## config.mk

```make
export PLATFORM = sky130hd
export DESIGN_NAME = spi_slave_fsm_flat
export DESIGN_NICKNAME = d
export VERILOG_FILES = /design/src/rtl/spi_slave_fsm_if.sv /design/src/rtl/spi_slave_fsm.sv /design/src/flat_wrapper.sv
export SDC_FILE = /design/constraint.sdc
export NUM_CORES = 1
export LEC_CHECK = 0
export CORE_AREA = 2 2 39 41
export DETAILED_ROUTE_END_ITERATION = 6
export DIE_AREA = 0 0 41 43
export PLACE_DENSITY = 0.68
export SYNTH_ARGS = -nofsm -noshare
export SYNTH_HDL_FRONTEND = slang
export SYNTH_SLANG_ARGS = --single-unit
export TNS_END_PERCENT = 50
```

## constraint.sdc

```tcl
create_clock -name clk -period 2.6 [get_ports clk]
set_input_delay 0.39 -clock clk [delete_from_list [all_inputs] [get_ports clk]]
set_output_delay 0.39 -clock clk [all_outputs]
set_load 0.02 [all_outputs]
```

## src/rtl/spi_slave_fsm_if.sv

```systemverilog
// Handshake bundle between the SPI slave sequencer and its conditioner/datapath neighbours.
// "master" drives the conditioned inputs; "slave" is the sequencer side.
interface spi_slave_fsm_if;
    logic cs_cond;
    logic sclk_posedge;
    logic sclk_negedge;
    logic rw_bit;
    logic sr_shift_en;
    logic sr_load;
    logic addr_we;
    logic dm_we;
    logic miso_buff_en;
    logic busy;

    modport master (
        output cs_cond, sclk_posedge, sclk_negedge, rw_bit,
        input  sr_shift_en, sr_load, addr_we, dm_we, miso_buff_en, busy
    );

    modport slave (
        input  cs_cond, sclk_posedge, sclk_negedge, rw_bit,
        output sr_shift_en, sr_load, addr_we, dm_we, miso_buff_en, busy
    );
endinterface

```

## src/rtl/spi_slave_fsm.sv

```systemverilog
// SPI slave transaction sequencer: one address byte (R/W in LSB) then one data byte per CS frame.
// Outputs are combinational decodes of the registered state and the current input pulses.
module spi_slave_fsm #(
    parameter int unsigned DATA_WIDTH = 8,
    parameter int unsigned CNT_WIDTH  = 4
) (
    input logic            clk,
    input logic            reset_n,
    spi_slave_fsm_if.slave bus
);

    typedef enum logic [2:0] {
        StIdle,
        StRxAddr,
        StAddrDone,
        StRdLoad,
        StRdShift,
        StWrRecv,
        StWrCommit,
        StDone
    } state_e;

    localparam logic [CNT_WIDTH-1:0] LastBit = CNT_WIDTH'(DATA_WIDTH - 1);

    state_e               state_q, state_d;
    logic [CNT_WIDTH-1:0] cnt_q, cnt_d;

    logic sr_shift_en, sr_load, addr_we, dm_we, miso_buff_en;
    logic byte_done;

    // Final bit of a byte: clear the counter here so it never wraps or exceeds DATA_WIDTH.
    assign byte_done = bus.sclk_posedge && (cnt_q == LastBit);

    always_ff @(posedge clk or negedge reset_n) begin
        if (!reset_n) begin
            state_q <= StIdle;
            cnt_q   <= '0;
        end else begin
            state_q <= state_d;
            cnt_q   <= cnt_d;
        end
    end

    always_comb begin
        state_d      = state_q;
        cnt_d        = cnt_q;
        sr_shift_en  = 1'b0;
        sr_load      = 1'b0;
        addr_we      = 1'b0;
        dm_we        = 1'b0;
        miso_buff_en = 1'b0;

        if (state_q != StIdle && bus.cs_cond) begin
            // CS deasserted mid-frame: abort with every strobe suppressed, including a pending commit.
            state_d = StIdle;
            cnt_d   = '0;
        end else begin
            unique case (state_q)
                StIdle: begin
                    if (!bus.cs_cond) begin
                        state_d = StRxAddr;
                        cnt_d   = '0;
                    end
                end
                StRxAddr: begin
                    sr_shift_en = bus.sclk_posedge;
                    if (byte_done) begin
                        state_d = StAddrDone;
                        cnt_d   = '0;
                    end else if (bus.sclk_posedge) begin
                        cnt_d = cnt_q + 1'b1;
                    end
                end
                StAddrDone: begin
                    addr_we = 1'b1;
                    cnt_d   = '0;
                    state_d = bus.rw_bit ? StRdLoad : StWrRecv;
                end
                StRdLoad: begin
                    sr_load      = 1'b1;
                    miso_buff_en = 1'b1;
                    state_d      = StRdShift;
                end
                StRdShift: begin
                    miso_buff_en = 1'b1;
                    // Simultaneous edges are illegal; the posedge wins and the negedge is dropped.
                    sr_shift_en  = bus.sclk_negedge && !bus.sclk_posedge;
                    if (byte_done) begin
                        state_d = StDone;
                        cnt_d   = '0;
                    end else if (bus.sclk_posedge) begin
                        cnt_d = cnt_q + 1'b1;
                    end
                end
                StWrRecv: begin
                    sr_shift_en = bus.sclk_posedge;
                    if (byte_done) begin
                        state_d = StWrCommit;
                        cnt_d   = '0;
                    end else if (bus.sclk_posedge) begin
                        cnt_d = cnt_q + 1'b1;
                    end
                end
                StWrCommit: begin
                    dm_we   = 1'b1;
                    state_d = StDone;
                end
                StDone: begin
                    state_d = StDone;
                end
                default: begin
                    state_d = StIdle;
                    cnt_d   = '0;
                end
            endcase
        end
    end

    assign bus.sr_shift_en  = sr_shift_en;
    assign bus.sr_load      = sr_load;
    assign bus.addr_we      = addr_we;
    assign bus.dm_we        = dm_we;
    assign bus.miso_buff_en = miso_buff_en;
    assign bus.busy         = (state_q != StIdle);

endmodule

```

## src/flat_wrapper.sv

```systemverilog
// flat-port wrapper written by rule: the top's interface ports become plain ports
module spi_slave_fsm_flat 
#(
    parameter int unsigned DATA_WIDTH = 8,
    parameter int unsigned CNT_WIDTH  = 4
)
  (clk, reset_n, bus_cs_cond, bus_sclk_posedge, bus_sclk_negedge, bus_rw_bit, bus_sr_shift_en, bus_sr_load, bus_addr_we, bus_dm_we, bus_miso_buff_en, bus_busy);
  spi_slave_fsm_if bus_i ();
  input logic clk;
  input logic reset_n;
  input wire logic [$bits(bus_i.cs_cond)-1:0] bus_cs_cond;
  input wire logic [$bits(bus_i.sclk_posedge)-1:0] bus_sclk_posedge;
  input wire logic [$bits(bus_i.sclk_negedge)-1:0] bus_sclk_negedge;
  input wire logic [$bits(bus_i.rw_bit)-1:0] bus_rw_bit;
  output wire logic [$bits(bus_i.sr_shift_en)-1:0] bus_sr_shift_en;
  output wire logic [$bits(bus_i.sr_load)-1:0] bus_sr_load;
  output wire logic [$bits(bus_i.addr_we)-1:0] bus_addr_we;
  output wire logic [$bits(bus_i.dm_we)-1:0] bus_dm_we;
  output wire logic [$bits(bus_i.miso_buff_en)-1:0] bus_miso_buff_en;
  output wire logic [$bits(bus_i.busy)-1:0] bus_busy;
  assign bus_i.cs_cond = bus_cs_cond;
  assign bus_i.sclk_posedge = bus_sclk_posedge;
  assign bus_i.sclk_negedge = bus_sclk_negedge;
  assign bus_i.rw_bit = bus_rw_bit;
  assign bus_sr_shift_en = bus_i.sr_shift_en;
  assign bus_sr_load = bus_i.sr_load;
  assign bus_addr_we = bus_i.addr_we;
  assign bus_dm_we = bus_i.dm_we;
  assign bus_miso_buff_en = bus_i.miso_buff_en;
  assign bus_busy = bus_i.busy;
  spi_slave_fsm #(.DATA_WIDTH(DATA_WIDTH), .CNT_WIDTH(CNT_WIDTH)) u_core (.clk(clk), .reset_n(reset_n), .bus(bus_i));
endmodule
```

; After elaboration in Yosys (flattened, before gate mapping)
; Index checks and enable logic that the tools add are counted.
[word_totals]
regBits = 7
input_bits = 6
output_inout_bits = 6
elab_cells = 51
[classes]
n_addsub = 1
eq_ne = 13
muxes = 22
n_reduce_logical = 13
[ops]
columns = cell, count
row1 = $pmux W3 S7, 1
row2 = $mux W3, 6
row3 = $mux W4, 4
row4 = $eq A3 B3 Y1 const B, 4
row5 = $pmux W4 S3, 1
row6 = $mux W1, 9
row7 = $ne A3 B1 Y1 const B, 3
row8 = $eq A3 B2 Y1 const B, 2
row9 = $reduce_or A2 Y1, 3
row10 = $add A4 B1 Y4 const B, 1
row11 = $eq A4 B3 Y1 const B, 1
row12 = $ne A4 B1 Y1 const B, 1
row13 = $reduce_and A4 Y1, 1
row14 = $reduce_bool A4 Y1, 1
row15 = $eq A3 B1 Y1 const B, 1
row16 = $logic_and A1 B1 Y1, 3
row17 = $logic_not A3 Y1, 1
row18 = $ne A3 B2 Y1 const B, 1
row19 = $reduce_and A3 Y1, 1
row20 = $reduce_bool A3 Y1, 1
row21 = $reduce_or A3 Y1, 1
row22 = $pmux W1 S2, 1
row23 = $logic_not A1 Y1, 1

; Logic depth before layout (Yosys ltp)
; Gate-level depths: netlist (run 1).
[depth]
word_depth = 5
depth_mapped = 4
ltp_nobuf = 4

; Worst setup path before layout (run 1)
; No wires, ideal clock.
[synth_path]
path_type = register to output
start = register u_core.state_q[0]
end = output bus_sr_shift_en
arrival_ps = 1193
required_ps = 2210
slack_ps = 1017
stages_incl_launch_ff = 5
path_buffers = 1
path_cell_list = dfrtp_1 buf_6 nor2b_2 a22oi_1 nor3_1
[synth_between]
elab_chain_len = 4
word_cells_on_any_way = 8
classes_between = 3 x eq/ne / 2 x mux / 3 x reduce/logical
[synth_rtl]
columns = item, line
row1 = "start, declared", spi_slave_fsm.sv:25  ; state_e state_q, state_d;
row2 = "start signal, assigned", spi_slave_fsm.sv:36  ; state_q <= StIdle;
row3 = "start signal, assigned", spi_slave_fsm.sv:39  ; state_q <= state_d;
row4 = $eq A3 B1 Y1 / $eq A3 B3 Y1 (equally long branches), spi_slave_fsm.sv:58  ; unique case (state_q)
row5 = $reduce_or A2 Y1 (no source line), n/a
row6 = $pmux W1 S2, spi_slave_fsm.sv:58
row7 = $mux W1 (*), spi_slave_fsm.sv:53  ; if (state_q != StIdle && bus.cs_cond) begin
row8 = "end, declared", flat_wrapper.sv:15  ; output wire logic [$bits(bus_i.sr_shift_en)-1:0] bus_sr_shift_en;
; Every way passes the cells marked *; elsewhere a longest branch is shown, timed or not.

; Worst setup path after layout (run 1)
[layout_path]
start = input bus_sclk_posedge
end = output bus_sr_shift_en
[layout_between]
elab_chain_len = 4
[layout_rtl]
columns = item, line
row1 = "start, declared", flat_wrapper.sv:12  ; input wire logic [$bits(bus_i.sclk_posedge)-1:0] bus_sclk_posedge;
row2 = $logic_not A1 Y1, spi_slave_fsm.sv:87  ; sr_shift_en = bus.sclk_negedge && !bus.sclk_posedge;
row3 = $logic_and A1 B1 Y1, spi_slave_fsm.sv:87
row4 = $pmux W1 S2 (*), spi_slave_fsm.sv:58
row5 = $mux W1 (*), spi_slave_fsm.sv:53
; Marks and branches as above.

==> results of run 1 <==
==> path summary, 6_finish.rpt <==
kind / startpoint / to / slack [ns]
hold / removal: reset_n / u_core.cnt_q[0] / 0.40
max in group asynchronous: reset_n / u_core.cnt_q[1] / 1.98
hold reg to reg: u_core.cnt_q[1] / u_core.cnt_q[1] / 0.54
min in group clk: u_core.cnt_q[1] / u_core.cnt_q[1] / 0.54
setup / recovery: bus_sclk_posedge / bus_sr_shift_en / 0.33
setup reg to reg: u_core.cnt_q[0] / u_core.state_q[0] / 1.23
==> cells by family after synthesis <==
logic type                 after synthesis  share of synthesized area
AOI/OAI and AO/OA                       17                      0.262
muxes                                    1                     0.0181
buffers and inverters                    8                     0.0835
adders and majority gates                1                     0.0226
DFF                                      7                      0.316
and+or+nand+nor                         25                      0.298
==> area by class of cell <==
type	count	area [um^2]
Clock buffer	4	26.3
Fill cell	130	686
Inverter	5	18.8
Multi-Input combinational cell	44	333
Sequential cell	7	175
Tap cell	16	20.0
Timing Repair Buffer	13	125
==> worst max-delay path, stage by stage <==
cell	delay (ns)
clkdlybuf4s50_1	0.45
and2b_1	0.21
a22oi_1	0.06
nor3_1	0.14
clkdlybuf4s50_1	0.62
==> power breakdown <==
group          total (mW)  switching [mW]  leakage (nW)  internal, mW
Sequential          0.116         0.00437        0.0948         0.112
Combinational      0.0381          0.0172         0.179        0.0208
Clock              0.0918          0.0337        0.0150        0.0581
==> stage by stage <==
step | hold WS (ns) | total power, mW | worst slack (ns)
5_1_grt | 0.403 | 0.267 | 0.235
4_1_cts | 0.398 | 0.251 | 0.339
3_3_place_gp | 0.531 | 0.155 | 0.347
6_report | 0.397 | 0.246 | 0.334
3_5_place_dp | 0.541 | 0.156 | 0.342
2_1_floorplan | 0.0944 | 0.137 | 1.02
==> state kept, by name, indices dropped and copies added, names as in the netlist <==
name,cells
u_core.cnt_q,4
u_core.state_q,3
==> metal layers <==
metal  vias to the layer above  share of wire
met2                         6           0.47
met3                         4          0.021
met4                         0          0.028
li1                        242              -
met5                         -              0
met1                       220           0.48
==> cell usage after synthesis (all sizes together) <==
library cell,n
o21ba,2
and3b,1
dfrtp,7
buf,3
a22oi,3
a32oi,1
and3,2
ha,1
o211a,1
nand2,4
nand2b,1
inv,5
o221ai,1
nor2,1
o211ai,1
nand3,1
o21ai,3
or3,1
o32ai,1
and2b,2
nor3b,2
nor3,2
nand3b,1
o21bai,1
nand4,1
a21oi,3
mux2i,1
nand4b,1
nor2b,4
or2b,1
==> flow_summary_export.csv, run 1 <==
group,metric,value,unit
layout,final_util,0.505,
logic_synthesis,synth_top_area_frac,0.316,
clock_tree,clock_latency,0.24,ns
placed_design,placed_area,672,um^2
logic_synthesis,ys_seq_elements,7,
logic_synthesis,yosys.cell_types.count,40,
sta,worst_slew_pin_slew,0.403,ns
layout,final_common_cell,"clkdlybuf4s50_1",
layout,fin_cells,89,
floorplan,ios,12,
floorplan,die_w,41,um
critical_path,path_class,"in2out",
logic_synthesis,yosys.area.top_type,"dfrtp_1",
grt,grt_pass1_wl,1670,um
placed_design,dp.cells,85,
drt,wl_per_cell,11.5,um
placed_design,hpwl,779,um
clock_tree,cts_max_level,1,
critical_path,arrival,1.88,ns
hold_path,hold_path_class,"in2async",
pwr,powerDensity,352,nW/um^2
drt,dr_total_vias,472,
clock_tree,path_clk_slew,0.05,ns
placed_design,gp_routability_congestion,0.731,
layout,design_area,698,um^2
clock_tree,clockBufferDepth,2,
grt,grt_use_met1,0.188,
placed_design,io_buffers,11,
sta,fin_crit_sh,0.871,
logic_synthesis,yosys_warnings,0,
critical_path,worst_r2r_path_depth,4,
critical_path,crit_path_start_kind,"input port",
logic_synthesis,syn-num-nets,66,
floorplan,coreArea,1380,um^2
sta,finalSetupViolations,0,
sta,finClkSkew,0.000571,ns
clock_tree,numCtsBuffers,3,
floorplan,die_h,43,um
layout,nets,81,
sta,fmax,441,MHz
layout,syn2layout_area_growth,26.0,%
drt,viasPerCell,5.30,
clock_tree,post_cts_resized,0,
logic_synthesis,syn_area,554,um^2
drt,finalWirelength,1030,um
floorplan,rows,14,
drt,ant_nets,0,
floorplan,dieArea,1760,um^2
logic_synthesis,yosysSeqAreaShare,0.316,
sta,min_period,2.27,ns
grt,grt_max_degree,15,
clock_tree,cts_root_buf,"clkbuf_4",
clock_tree,cts_tree,"built",
critical_path,critPathMaxFanout,3,
drt,drc,0,
grt,overflow,0,
outcome,status,"finished, final reports clean",
layout,drive_above_1_share,0.205,
logic_synthesis,ys_top_cells_by_area,"dfrtp_1, buf_6, inv_1",
layout,layout_common_cells,"clkdlybuf4s50_1, dfrtp_1, inv_1",
pwr,vdd_drop_max,0.210,mV
grt,use_met2,0.200,
grt,grtUsageTotal,0.143,
sta,final_hold_viol_count,0,
sta,rsz0062_at_grt,"no",
run,maxCapViolations,0,
grt,grt_pass1_vias,406,
grt,grt_util_met3,0.0314,
drt,first_iter_violations,7,
pwr,p_leak,0.289,nW
grt,grt-busiest-layer,"met2",
logic_synthesis,netlist_instances,59,
clock_tree,postCtsSetupBuffers,0,
sta,maxSlewViolCount,0,
critical_path,crit_required,2.21,ns
logic_synthesis,syn_area_per_cell,9.39,um^2
drt,first_pass_iters,4,
critical_path,end_kind,"primary output",
grt,antenna_found_initial,0,
sta,tns,0,ns
floorplan,start_util,0.401,
sta,relSlewSlack,0.731,
clock_tree,ctsHoldBuffers,0,
clock_tree,cts_sinks,7,
layout,antennaDiodeCount,0,
Note: power is estimated with default switching activity, not from simulation.
==> inputs of run 2 (changes only) <==
==> constraint.sdc (replaced) <==
create_clock -name clk -period 2.6 [get_ports clk]
set_input_delay 0.39 -clock clk [delete_from_list [all_inputs] [get_ports clk]]
set_output_delay 0.39 -clock clk [all_outputs]
set_load 0.1 [all_outputs]
==> flow_summary_export.csv, run 2 (synthesis results as in run 1) <==
group,metric,value,unit
floorplan,start_util,0.401,
placed_design,placed_area,709,um^2
clock_tree,clockBufferDepth,2,
clock_tree,cts_sinks,7,
layout,final_common_cell,"dfrtp_1",
drt,ant_nets,0,
critical_path,slowest_stage,"clkdlybuf4s50_1",
drt,dr_total_vias,456,
layout,nets,79,
grt,antenna_found_initial,0,
sta,rsz0062_at_grt,"no",
outcome,status,"finished, final reports clean",
hold_path,hold_path_class,"in2async",
drt,finalWirelength,1010,um
clock_tree,path_clk_slew,0.05,ns
drt,drc,0,
grt,grt_pass1_vias,392,
floorplan,die_h,43,um
critical_path,crit_path_start_kind,"input port",
layout,largest_register_ffs,4,
clock_tree,post_cts_resized,0,
grt,grtUsageTotal,0.135,
sta,fin_crit_sh,0.823,
sta,finClkSkew,0.000353,ns
grt,grt_max_degree,15,
placed_design,hpwl,769,um
critical_path,worst_path_largest_cell_delay,0.53,ns
floorplan,dieArea,1760,um^2
layout,antennaDiodeCount,0,
sta,min_period,2.14,ns
grt,overflow,0,
layout,fillers,120,
floorplan,ios,12,
layout,layout_common_cells,"dfrtp_1, inv_1, clkdlybuf4s50_1, buf_12",
critical_path,critPathMaxFanout,9,
sta,maxSlewViolCount,0,
critical_path,r2r_slack,1.28,ns
critical_path,path_class,"in2out",
layout,final_util,0.532,
pwr,p_leak,0.305,nW
sta,relSlewSlack,0.732,
clock_tree,ctsHoldBuffers,0,
pwr,vdd_drop_max,0.205,mV
sta,finalSetupViolations,0,
clock_tree,clock_latency,0.24,ns
drt,first_pass_iters,3,
placed_design,gp_routability_congestion,0.720,
sta,fmax,467,MHz
layout,regMostFlops,"u_core.cnt_q",
clock_tree,cts_root_buf,"clkbuf_4",
clock_tree,postCtsSetupBuffers,0,
drt,first_iter_violations,3,
critical_path,crit_required,2.21,ns
critical_path,arrival,1.75,ns
floorplan,die_w,41,um
layout,reg.largest.list,"u_core.cnt_q (4), u_core.state_q (3)",
layout,design_area,736,um^2
drt,viasPerCell,5.24,
grt,grt_pass1_wl,1630,um
sta,final_hold_viol_count,0,
sta,worst_slew_pin_slew,0.402,ns
clock_tree,cts_max_level,1,
drt,wl_per_cell,11.6,um
layout,drive_above_1_share,0.282,
floorplan,rows,14,
layout,syn2layout_area_growth,32.7,%
critical_path,end_kind,"primary output",
floorplan,coreArea,1380,um^2
critical_path,crit_chain,"clkdlybuf4s50_1 -> and2b_1 -> a22oi_1 -> nor3_1 -> buf_12",
clock_tree,cts_tree,"built",
pwr,powerDensity,348,nW/um^2
run,maxCapViolations,0,
clock_tree,numCtsBuffers,3,
placed_design,io_buffers,11,
## run 2: worst max-delay path, delay by kind of cell
kind	cells	cell delay, ns
buffers and inverters	2	0.75
AO/OA/AOI/OAI	1	0.06
AND/OR/NAND/NOR	2	0.54
## run 2: cell type report
class                           instances  area, um^2  area share
Clock buffer                            4        26.3      0.0357
Inverter                                5        18.8      0.0255
Multi-Input combinational cell         44         338       0.459
Sequential cell                         7         175       0.238
Tap cell                               16        20.0      0.0272
Timing Repair Buffer                   11         158       0.214
## run 2: report_power, final
group          leakage (nW)  internal, mW  switching (mW)
clock                0.0150        0.0583          0.0356
combinational         0.195        0.0199          0.0262
sequential           0.0948         0.112         0.00435
## run 2: worst paths after layout
path / startpoint / endpoint / cells after the start
worst max register to register: u_core.cnt_q[0] / u_core.state_q[0] / 4
max in group asynchronous: reset_n / u_core.state_q[2] / 1
worst max-delay path: bus_sclk_posedge / bus_sr_shift_en / 5
worst min register to register: u_core.cnt_q[1] / u_core.cnt_q[1] / 2
min in group clk: u_core.cnt_q[1] / u_core.cnt_q[1] / 2
worst min-delay path: reset_n / u_core.cnt_q[2] / 1
## run 2: per-stage QoR
step	setup slack (ns)	cells	setup TNS [ns]	total power, mW	hold WS [ns]
after floorplan	-0.556	59	-1.02	0.146	0.0944
after global placement	0.495	83	0	0.163	0.534
after detailed placement	0.460	83	0	0.164	0.552
after CTS	0.456	87	0	0.262	0.387
after global routing	0.381	87	0	0.271	0.406
final	0.459	87	0	0.256	0.390
## run 2: routing by layer
metal	vias to the layer above	global-route usage	wire, um
met4	0	0.100	26
li1	238	-	-
met2	8	0.191	472
met1	206	0.180	479
met3	4	0.0157	32
met5	-	0	0
